**config.mk**
```make
export PLATFORM = sky130hd
export DESIGN_NAME = axis_lutram_fifo_ctl
export DESIGN_NICKNAME = d
export VERILOG_FILES = /design/src/rtl/axis_lutram_fifo_ctl.sv
export SDC_FILE = /design/constraint.sdc
export NUM_CORES = 1
export LEC_CHECK = 0
export BUFFER_PORTS_ARGS = -buffer_cell sky130_fd_sc_hd__buf_2
export CAP_MARGIN = 25
export CELL_PAD_IN_SITES_DETAIL_PLACEMENT = 1
export CELL_PAD_IN_SITES_GLOBAL_PLACEMENT = 1
export CORE_MARGIN = 5
export CORE_UTILIZATION = 19
export CTS_BUF_LIST = sky130_fd_sc_hd__clkbuf_4 sky130_fd_sc_hd__clkbuf_8
export DETAILED_ROUTE_END_ITERATION = 6
export HOLD_SLACK_MARGIN = 0.06
export PLACE_DENSITY_LB_ADDON = 0.1
export SYNTH_ARGS = -nofsm -noshare
export SYNTH_HDL_FRONTEND = slang
export SYNTH_SLANG_ARGS = --single-unit
export TNS_END_PERCENT = 50
```
**constraint.sdc**
```tcl
create_clock -name clk -period 2.1 [get_ports clk]
set_clock_uncertainty 0.2 [all_clocks]
set_input_delay 0.42 -clock clk [delete_from_list [all_inputs] [get_ports clk]]
set_output_delay 0.42 -clock clk [all_outputs]
set_load 0.1 [all_outputs]
```
**src/rtl/axis_lutram_fifo_ctl.sv**
```systemverilog
`default_nettype none
// ============================================================================
// Module      : axis_lutram_fifo_ctl
// Description : Sequencing controller that wraps an external simple-dual-port
//               LUT RAM (synchronous write, combinational read) into an
//               AXI-Stream FIFO. Owns the write/read pointers and the
//               full/empty/occupancy state, drives the RAM write port and read
//               address, and presents the RAM read data as the master stream.
//
// Ports       : clk, rst_n                 clock, asynchronous active-low reset
//               s_axis_tdata/tvalid/tready slave stream (write side)
//               m_axis_tdata/tvalid/tready master stream (read side)
//               ram_wr_en/wr_addr/din      RAM write port
//               ram_rd_addr/rd_data        RAM combinational read port
//               count                      current occupancy
//
// Options     : AXIS_LUTRAM_FIFO_OREG_EN   when defined, inserts an output
//               register stage between the RAM read port and m_axis. Capacity
//               becomes DEPTH+1 and push-to-output latency becomes 2 cycles.
//
// Revision    : 1.0 - initial release
// ============================================================================
module axis_lutram_fifo_ctl #(
  parameter int DATA_WIDTH = 32,
  parameter int ADDR_WIDTH = 4
) (
  input  logic                  clk,
  input  logic                  rst_n,
  input  logic [DATA_WIDTH-1:0] s_axis_tdata,
  input  logic                  s_axis_tvalid,
  output logic                  s_axis_tready,
  output logic [DATA_WIDTH-1:0] m_axis_tdata,
  output logic                  m_axis_tvalid,
  input  logic                  m_axis_tready,
  output logic                  ram_wr_en,
  output logic [ADDR_WIDTH-1:0] ram_wr_addr,
  output logic [DATA_WIDTH-1:0] ram_din,
  output logic [ADDR_WIDTH-1:0] ram_rd_addr,
  input  logic [DATA_WIDTH-1:0] ram_rd_data,
  output logic [ADDR_WIDTH:0]   count
);

  localparam int c_ptr_w = ADDR_WIDTH + 1;

  // Pointers carry one extra wrap bit so that full and empty are
  // distinguishable when the low (address) bits coincide.
  logic [c_ptr_w-1:0] wr_ptr_q, wr_ptr_d;
  logic [c_ptr_w-1:0] rd_ptr_q, rd_ptr_d;
  logic               run_q, run_d;

  logic               w_ram_empty;
  logic               w_ram_full;
  logic               w_push;
  logic               w_rd_adv;
  logic [c_ptr_w-1:0] w_ram_count;

  assign w_ram_empty = (wr_ptr_q == rd_ptr_q);
  assign w_ram_full  = (wr_ptr_q[ADDR_WIDTH-1:0] == rd_ptr_q[ADDR_WIDTH-1:0]) &&
                       (wr_ptr_q[ADDR_WIDTH] != rd_ptr_q[ADDR_WIDTH]);
  assign w_ram_count = wr_ptr_q - rd_ptr_q;

  // Ready is a function of state only; a pop in the same cycle does not
  // release a full FIFO, which keeps the slave side free of any
  // combinational path from m_axis_tready.
  assign s_axis_tready = run_q & ~w_ram_full;
  assign w_push        = s_axis_tvalid & s_axis_tready;

  assign ram_wr_en   = w_push;
  assign ram_wr_addr = wr_ptr_q[ADDR_WIDTH-1:0];
  assign ram_din     = s_axis_tdata;
  assign ram_rd_addr = rd_ptr_q[ADDR_WIDTH-1:0];

`ifdef AXIS_LUTRAM_FIFO_OREG_EN
  logic [DATA_WIDTH-1:0] oreg_data_q, oreg_data_d;
  logic                  oreg_valid_q, oreg_valid_d;

  // The output register takes the RAM head whenever it is empty or is being
  // drained this cycle, so a continuously-ready sink sees one word per cycle.
  assign w_rd_adv = ~w_ram_empty & (~oreg_valid_q | m_axis_tready);

  always_comb begin
    oreg_data_d  = oreg_data_q;
    oreg_valid_d = oreg_valid_q;
    if (w_rd_adv) begin
      oreg_data_d  = ram_rd_data;
      oreg_valid_d = 1'b1;
    end else if (m_axis_tready) begin
      oreg_valid_d = 1'b0;
    end
  end

  always_ff @(posedge clk or negedge rst_n) begin
    if (!rst_n) begin
      oreg_data_q  <= '0;
      oreg_valid_q <= 1'b0;
    end else begin
      oreg_data_q  <= oreg_data_d;
      oreg_valid_q <= oreg_valid_d;
    end
  end

  assign m_axis_tvalid = oreg_valid_q;
  assign m_axis_tdata  = oreg_data_q;
  // Occupancy includes the word parked in the output register.
  assign count         = w_ram_count + {{ADDR_WIDTH{1'b0}}, oreg_valid_q};
`else
  // Head word is read straight from the RAM; it cannot change under a stalled
  // sink because the full check prevents overwriting the location at rd_ptr.
  assign m_axis_tvalid = ~w_ram_empty;
  assign m_axis_tdata  = ram_rd_data;
  assign w_rd_adv      = m_axis_tvalid & m_axis_tready;
  assign count         = w_ram_count;
`endif

  always_comb begin
    wr_ptr_d = wr_ptr_q;
    rd_ptr_d = rd_ptr_q;
    // Run rises on the first edge after reset release and stays high; it
    // holds off the slave side for that first cycle.
    run_d    = 1'b1;
    if (w_push) begin
      wr_ptr_d = wr_ptr_q + c_ptr_w'(1);
    end
    if (w_rd_adv) begin
      rd_ptr_d = rd_ptr_q + c_ptr_w'(1);
    end
  end

  always_ff @(posedge clk or negedge rst_n) begin
    if (!rst_n) begin
      wr_ptr_q <= '0;
      rd_ptr_q <= '0;
      run_q    <= 1'b0;
    end else begin
      wr_ptr_q <= wr_ptr_d;
      rd_ptr_q <= rd_ptr_d;
      run_q    <= run_d;
    end
  end

endmodule
`default_nettype wire

```
==> key figures, run 1 <==
Timing
  – Fin crit period: 2530 ps
  – Total negative slack: -1710 ps
  – FMAX: between 300 and 400 MHz
  – Final Max Slew Viols: 0
  – Final period utilization: 120%
  – Final setup fails: 7
  – Final Hold Viols: 0
  – Setup WS post-layout: -428 ps
  – RSZ-0062 raised after global routing: true

Yosys
  – FF+latch count, synth: 11
  – Yosys warns: 0
  – Synthesized area: approximately 1200 µm²
  – Synthesized Nets: between 200 and 250
  – Cell count after synthesis: 132
  – Register area share after synthesis: a little under a quarter
  – Synth Area per Inst: a little over 9 µm²
  – Count of cell types in the netlist: 22

Clocking
  – CTS tree: built
  – # H-tree levels: 1
  – Clk buf depth: 2
  – Clk slew on worst S/H paths: about 60 ps
  – Clock Sinks: 11
  – CTS Buf Count: 3
  – Root buf cell: clkbuf_8
  – Clk_lat worst skew: about 240 ps

Job
  – Number of max-cap violations: 0

Placement
  – Post-DP HPWL: between 2000 and 2500 µm
  – Cells after DPL: 175
  – GP Congestion: 0.675
  – PortBufs: 19

Global routing
  – Largest net degree at the start of global routing: 12
  – Vias in the first global route: just over 800
  – Overflow after GRT: 0
  – Initial antenna violation count: 0
  – GRT Resource Usage Total: under 10%
  – First-pass GRT wire length: around 4200 µm

Final layout
  – Finished Layout Cells: 183
  – Final #Nets: 182
  – Layout cell share with drive strength beyond 1: ~65%
  – Fill count: 721
  – Syn-to-layout area delta: 12.9%
  – Commonest non-fill, non-tap cells in the layout: buf_4, buf_2, dfrtp_1
  – Most common cell after layout, fill and taps aside: buf_4
  – Diodes inserted: 0

Routing
  – TritonRoute pass-1 iters: 3
  – Post-route ant nets: 0
  – DRC Markers: 0
  – Via count: 678
  – Drt initial violations: 6
  – Drt via density: between 3 and 4
  – Total wire length: between 2000 and 3000 µm
  – Routed wire per std cell: 14.6 µm

Worst setup path
  – Critical Path Source Type: flip-flop
  – Slowest-stage cell, CP: dfrtp_1
  – Worst endpoint data arrival time: roughly 1900 ps
  – Cell family contributing the most delay on the critical path: adder cells
  – Crit path capture type: output pin
  – Cell Chain, Critical Path: inv_2 -> ha_4 -> inv_2 -> fa_2 -> a21o_1 -> a21oi_4 -> xnor2_4 -> buf_12
  – Max Fanout on Critical Path: 2
  – Crit-path most repeated cell: inv_2
  – Required @ worst endpoint: between 1000 and 1500 ps
  – CP peak stage delay: 390 ps
  – Crit path kind: flip-flop to output pin
  – WP buf/inv: 3

Floorplan
  – Std-Cell Rows: 29
  – Starting density of the core: 19.2%
  – Core box area: between 6000 and 7000 µm²
  – Die Width: about 89 µm
  – Die area: 8000 µm²
  – I/O pins: 148
  – Die Span Y: around 89 µm

Outcome
  – Failing checks: negative setup slack
  – Outcome: finished, violations left

Worst hold path
  – Worst hold-check path type: input pin to flip-flop
==> layer usage <==
metal	up-vias	track usage [%]	wire length [µm]	part of all wire, %
met3	36	2.03	261	9.7
met5	-	0	0	0
met4	0	7.98	235	8.8
met1	312	6.95	898	34
li1	291	-	-	-
met2	39	11.3	1280	48
==> kinds of logic (layout without fill, tap and decap cells) <==
logic type,after synthesis,count (layout),share of synthesized area [%]
adders and majority gates,7,7,7.93
AOI/OAI and AO/OA,6,6,3.65
DFF,11,11,23.0
muxes,2,2,2.19
buffers and inverters,79,53,47.3
other,1,1,0.313
xor gates and xnor gates,12,12,9.39
and+or+nand+nor,14,14,6.26
==> worst paths after layout <==
kind                                     from     endpoint  slack, ps  cells past startpoint
worst max-delay path              wr_ptr_q[0]     count[4]       -430                      8
worst min-delay path            m_axis_tready  rd_ptr_q[2]        280                      3
worst max register to register    wr_ptr_q[1]  wr_ptr_q[1]         40                      7
worst min register to register    rd_ptr_q[4]  rd_ptr_q[4]        320                      1
max in group asynchronous               rst_n  wr_ptr_q[1]       1040                      2
min in group asynchronous               rst_n  rd_ptr_q[1]        410                      2
==> area by class of cell <==
type | instances | area, µm² | share of cell area [%]
Inverter | 7 | 40.0 | 2.96
Sequential cell | 11 | 277 | 20.4
Multi-Input combinational cell | 42 | 493 | 36.4
Clock inverter | 1 | 5.00 | 0.370
Tap cell | 77 | 96.3 | 7.12
Clock buffer | 3 | 41.3 | 3.05
Timing Repair Buffer | 42 | 402 | 29.7
==> tightest hold or removal path: stages <==
cell     delay (ps)
buf_2           110
nand3_1          90
xnor2_1          60
==> Yosys cell counts <==
master   instances  share of area (%)
and4_1           1               0.73
nor2_1           4                1.3
xnor2_1          7                5.1
nand2_1          1               0.31
inv_2            1               0.31
fa_1             1                1.7
o21ai_2          1               0.73
a21oi_1          2               0.84
xor2_1           4                2.9
and2_4           1               0.73
mux2_2           1               0.94
ha_1             6                6.3
nand4_1          3                1.6
mux2_4           1                1.3
a21o_1           2                1.3
xnor2_2          1                1.4
nand3_1          4                1.7
buf_4           72                 45
a21bo_2          1               0.84
conb_1           1               0.31
inv_1            6                1.9
dfrtp_1         11                 23
==> flip-flops by register name (all words and copies together) (netlist names) <==
signal and flops:
rd_ptr_q 5, run_q 1, wr_ptr_q 5
==> timing repair <==
item                                   4_1_cts  5_1_grt
gates resized for setup                     10        2
setup buffers                                3        1
pin swaps                                    6        2
endpoints found under the hold margin       11        0
hold buffers                                 1        0
setup endpoints to repair                    7        8
==> metrics by stage <==
step                setup WS, ps  hold WS (ps)  cell area [µm²]  util (%)
CTS                         -481           279             1350      21.6
global placement            -228           137             1230      19.7
detailed placement          -261           130             1230      19.7
finish                      -428           277             1350      21.7
global route                -510           279             1350      21.7
floorplan                   -270         -75.6             1350         -
Power of run 1 is not shown: default switching activity piles up to over one toggle a cycle in this logic, so the estimate is an artifact.
==> run 2: changes to the inputs <==
--- a/config.mk
+++ b/config.mk
@@ -6,4 +6,5 @@
 export NUM_CORES = 1
 export LEC_CHECK = 0
+export ABC_CLOCK_PERIOD_IN_PS = 2100
 export BUFFER_PORTS_ARGS = -buffer_cell sky130_fd_sc_hd__buf_2
 export CAP_MARGIN = 25
@@ -16,4 +17,5 @@
 export HOLD_SLACK_MARGIN = 0.06
 export PLACE_DENSITY_LB_ADDON = 0.1
+export SKIP_LAST_GASP = 1
 export SYNTH_ARGS = -nofsm -noshare
 export SYNTH_HDL_FRONTEND = slang
==> constraint.sdc (replaced) <==
create_clock -name clk -period 2.1 [get_ports clk]
set_clock_uncertainty 0.2 [all_clocks]
set_input_delay 0.105 -clock clk [delete_from_list [all_inputs] [get_ports clk]]
set_output_delay 0.105 -clock clk [all_outputs]
set_load 0.1 [all_outputs]
==> key figures, run 2 (synthesis gave the netlist of run 1 again) <==
Final layout
  – Final #Nets: 242 (+33%)
  – Final core utilization: 30.3% (+8.6 points)
  – Commonest non-fill, non-tap cells in the layout: dlygate4sd3_1, buf_4, buf_2
  – Biggest regs: rd_ptr_q: 5 flops, wr_ptr_q: 5 flops, run_q: 1 flops
  – Most common cell after layout, fill and taps aside: dlygate4sd3_1
  – Design area: 1890 µm² (+40%)
  – Diodes inserted: 0 (unchanged)
  – Syn-to-layout area delta: 57.6%
  – Layout cell share with drive strength beyond 1: 34.9% (-30 points)

Floorplan
  – Starting density of the core: 19.2% (unchanged)
  – Core box area: 6240 µm² (unchanged)
  – Std-Cell Rows: 29 (unchanged)
  – Die area: 8000 µm² (unchanged)
  – Die Width: 89.4 µm (unchanged)
  – Die Span Y: 89.4 µm (unchanged)
  – I/O pins: 148 (unchanged)

Worst setup path
  – Worst endpoint data arrival time: 2000 ps (+90 ps)
  – Crit path capture type: output pin
  – Flop-to-flop setup slack: 170 ps (+130 ps)
  – Worst Reg-to-Reg Cells: 6 (-1)
  – Crit path kind: flip-flop to output pin
  – Max Fanout on Critical Path: 2 (unchanged)
  – Critical Path Source Type: flip-flop
  – Required @ worst endpoint: 1790 ps (+310 ps)

Global routing
  – Vias in the first global route: 966 (+18%)
  – GRT Resource Usage Total: 7.45% (+0.36 points)
  – Initial antenna violation count: 0 (unchanged)
  – First-pass GRT wire length: 4460 µm (+5.9%)
  – Largest net degree at the start of global routing: 12 (unchanged)
  – Overflow after GRT: 0 (unchanged)

Clocking
  – Clk slew on worst S/H paths: 60 ps (about the same)
  – Clock Sinks: 11 (unchanged)
  – Root buf cell: clkbuf_8
  – # H-tree levels: 1 (unchanged)
  – CTS tree: built
  – Clk_lat worst skew: 240 ps (about the same)
  – Clk buf depth: 2 (unchanged)
  – CTS Buf Count: 3 (unchanged)

Routing
  – Total wire length: 3240 µm (+21%)
  – Routed wire per std cell: 13.3 µm (-9.0%)
  – Post-route ant nets: 0 (unchanged)
  – Drt initial violations: 12 (+6)
  – Via count: 937 (+38%)
  – TritonRoute pass-1 iters: 4 (+1)
  – DRC Markers: 0 (unchanged)
  – Drt via density: 3.86 (+4.1%)

Timing
  – RSZ-0062 raised after global routing: true
  – Total negative slack: -205 ps (+1500 ps)
  – Worst-margin pin slew: 988 ps
  – FMAX: 434 MHz (+9.7%)
  – Setup WS post-layout: -205 ps (+223 ps)
  – Final Hold Viols: 0 (unchanged)
  – Fin crit period: 2300 ps (-223 ps)
  – Final setup fails: 1 (-6)
  – Slew HR: approximately a third
  – Final Max Slew Viols: 0 (unchanged)
  – Final period utilization: 110% (-11 points)

Placement
  – PortBufs: 19 (unchanged)
  – Pre-CTS setup slack: -28.3 ps (+233 ps)
  – Post-placement cell area: 1100 µm² (-11%)
  – GP Congestion: 0.641 (-5.0%)
  – Post-DP HPWL: 2060 µm (-6.6%)

Job
  – Number of max-cap violations: 0 (unchanged)

Outcome
  – Outcome: finished, violations left
  – Failing checks: negative setup slack

Worst hold path
  – Worst hold-check path type: input pin to async pin
-- run 2: changes by cell type in the layout (fill, tap and decap cells not counted), moves of 2 or more --
cell / change
buf_6: -3
inv_2: -2
inv_1: +2
buf_4: -3
a21oi_4: -2
dlygate4sd3_1: +66
-- run 2: critical path, cell delays in order (launching register included) --
cell and delay [ps]:
dfrtp_1 380, inv_2 80, ha_4 120, inv_2 40, fa_2 350, a21o_1 190, a21oi_2 120, buf_4 150
xnor2_4 120, buf_12 190
-- run 2: cell type report --
type	instances	area (µm²)
Timing Repair Buffer	102	991
Tap cell	77	96.3
Clock buffer	4	48.8
Multi-Input combinational cell	42	448
Fill cell	666	4350
Inverter	7	28.8
Sequential cell	11	277
-- run 2: repair_timing --
item,CTS,global route
hold endpoints to repair,77,0
pin swaps,0,6
setup buffers,0,2
hold buffers,67,0
gates resized for setup,4,6
setup endpoints to repair,4,6
-- run 2: worst paths after layout --
| kind | from | end |
|---|---|---|
| setup / recovery | wr_ptr_q[0] | count[4] |
| hold / removal | rst_n | wr_ptr_q[2] |
| setup reg to reg | wr_ptr_q[3] | wr_ptr_q[1] |
| hold reg to reg | wr_ptr_q[4] | wr_ptr_q[4] |
| max in group asynchronous | rst_n | wr_ptr_q[3] |
| min in group clk | wr_ptr_q[4] | wr_ptr_q[4] |
-- run 2: through the flow --
step           hold slack (ps)  cells
3_3_place_gp              -192    170
2_1_floorplan             -391    132
4_1_cts                   90.9    241
3_5_place_dp              -193    170
5_1_grt                    125    243
6_report                  83.3    243
-- run 2: routing by layer --
layer	wire length (µm)	GRT usage, %	part of all wire [%]	vias to the layer above
met1	1290	9.26	40	412
met4	27	4.06	0.83	0
met2	1500	12.1	46	111
li1	-	-	-	412
met3	418	1.38	13	2
met5	0	0	0	-
Power of run 2 is left out for the same reason.
==> run 3: changes to the inputs <==
- CTS_BUF_LIST: sky130_fd_sc_hd__clkbuf_4 sky130_fd_sc_hd__clkbuf_8 -> sky130_fd_sc_hd__clkbuf_8
==> key figures, run 3 (synthesis gave the netlist of run 1 again) <==
Outcome
  – Outcome: finished, violations left
  – Failing checks: negative setup slack

Worst setup path
  – Critical Path Source Type: flip-flop
  – R2R Path End: wr_ptr_q[1]
  – Worst Reg-to-Reg Cells: 6 (unchanged)
  – Crit path kind: flip-flop to output pin
  – Critical Path Start: wr_ptr_q[0]
  – RR Startpoint: wr_ptr_q[3]
  – Flop-to-flop setup slack: 170 ps (about the same)
  – Max Fanout on Critical Path: 2 (unchanged)
  – Crit path capture type: output pin
  – Worst endpoint data arrival time: 2000 ps (about the same)
  – Required @ worst endpoint: 1790 ps (about the same)

Routing
  – Total wire length: 3240 µm (unchanged)
  – Routed wire per std cell: 13.3 µm (unchanged)
  – Post-route ant nets: 0 (unchanged)
  – TritonRoute pass-1 iters: 4 (unchanged)
  – Via count: 937 (unchanged)
  – Drt initial violations: 12 (unchanged)
  – DRC Markers: 0 (unchanged)
  – Drt via density: 3.86 (unchanged)

Floorplan
  – Core box area: 6240 µm² (unchanged)
  – Starting density of the core: 19.2% (unchanged)
  – Die area: 8000 µm² (unchanged)
  – Die Span Y: 89.4 µm (unchanged)
  – Die Width: 89.4 µm (unchanged)
  – I/O pins: 148 (unchanged)
  – Std-Cell Rows: 29 (unchanged)

Global routing
  – GRT Resource Usage Total: 7.45% (unchanged)
  – Initial antenna violation count: 0 (unchanged)
  – First-pass GRT wire length: 4460 µm (unchanged)
  – Overflow after GRT: 0 (unchanged)
  – Vias in the first global route: 966 (unchanged)
  – Largest net degree at the start of global routing: 12 (unchanged)

Timing
  – Fin crit period: 2310 ps (+0.718 ps)
  – Final Hold Viols: 0 (unchanged)
  – Final setup fails: 1 (unchanged)
  – Setup WS post-layout: -205 ps (-0.718 ps)
  – Slew HR: 33.9% (unchanged)
  – Final Max Slew Viols: 0 (unchanged)
  – Worst-margin pin slew: 988 ps (unchanged)
  – FMAX: 434 MHz (about the same)
  – RSZ-0062 raised after global routing: true
  – Final period utilization: 110% (about the same)

Clocking
  – Clk buf depth: 2 (unchanged)
  – CTS tree: built
  – CTS Buf Count: 3 (unchanged)
  – Clk slew on worst S/H paths: 60 ps (about the same)
  – Clk_lat worst skew: 240 ps (about the same)
  – Clock Sinks: 11 (unchanged)
  – # H-tree levels: 1 (unchanged)
  – Root buf cell: clkbuf_8

Final layout
  – Diodes inserted: 0 (unchanged)
  – Commonest non-fill, non-tap cells in the layout: dlygate4sd3_1, buf_4, buf_2
  – Layout cell share with drive strength beyond 1: 34.3% (-0.60 points)
  – Fill count: 667 (+0.15%)
  – Design area: 1890 µm² (-0.20%)
  – Final #Nets: 242 (unchanged)
  – Most common cell after layout, fill and taps aside: dlygate4sd3_1
  – Biggest regs: rd_ptr_q: 5 flops, wr_ptr_q: 5 flops, run_q: 1 flops
  – Syn-to-layout area delta: 57.3%
  – Finished Layout Cells: 243 (unchanged)
  – Final core utilization: 30.2% (-0.060 points)

Placement
  – GP Congestion: 0.641 (unchanged)
  – Post-placement cell area: 1100 µm² (unchanged)
  – Post-DP HPWL: 2060 µm (unchanged)
  – PortBufs: 19 (unchanged)
  – Cells after DPL: 170 (unchanged)

Worst hold path
  – Worst hold-check path type: input pin to async pin

Job
  – Number of max-cap violations: 0 (unchanged)
==> run 3: cell types whose count changed in the layout (fill, tap and decap cells not counted), sizes merged <==
cell	change
clkbuf	-1
inv	+1
==> run 3: stage by stage <==
step | TNS [ps] | hold slack, ps | setup WS, ps
after CTS | -284 | 90.6 | -227
after detailed placement | -28.3 | -193 | -28.3
after global routing | -415 | 125 | -295
after floorplan | -574 | -391 | -204
after global placement | 0 | -192 | 5.59
final | -205 | 82.6 | -205
==> run 3: timing repair <==
| action | in CTS | in global routing |
|---|---|---|
| hold buffers | 67 | 0 |
| setup buffers | 0 | 2 |
| setup endpoints to repair | 4 | 6 |
| gates resized for setup | 4 | 6 |
| pin swaps | 0 | 6 |
| hold endpoints to repair | 77 | 0 |
==> run 3: how the worst max path moves through the flow <==
stage	endpoint	slack (ps)	cells after the start
floorplan	count[2]	-200	5
global placement	count[4]	6	9
detailed placement	count[4]	-30	9
CTS	count[4]	-230	9
global route	count[4]	-290	9
finish	count[4]	-210	9
==> run 3: layer usage <==
metal	GRT usage [%]	share of wire, %
met1	9.26	40
met2	12.1	46
met3	1.38	13
met4	4.06	0.83
met5	0	0
==> run 3: final cells by class <==
cell class                 instances  area, µm²  share of cell area [%]
timing repair buffer             102        991                    52.6
multi-input combinational         42        448                    23.8
sequential                        11        277                    14.7
tap                               77       96.3                    5.11
clock buffer                       3       41.3                    2.19
inverter                           7       28.8                    1.53
clock inverter                     1       3.75                   0.199
==> run 3: worst max-delay path, cell delays in order (launching register included) <==
cell and delay (ps):
dfrtp_1 380, inv_2 80, ha_4 120, inv_2 40, fa_2 350, a21o_1 190, a21oi_2 120, buf_4 150
xnor2_4 120, buf_12 190
Power of run 3 is left out for the same reason.
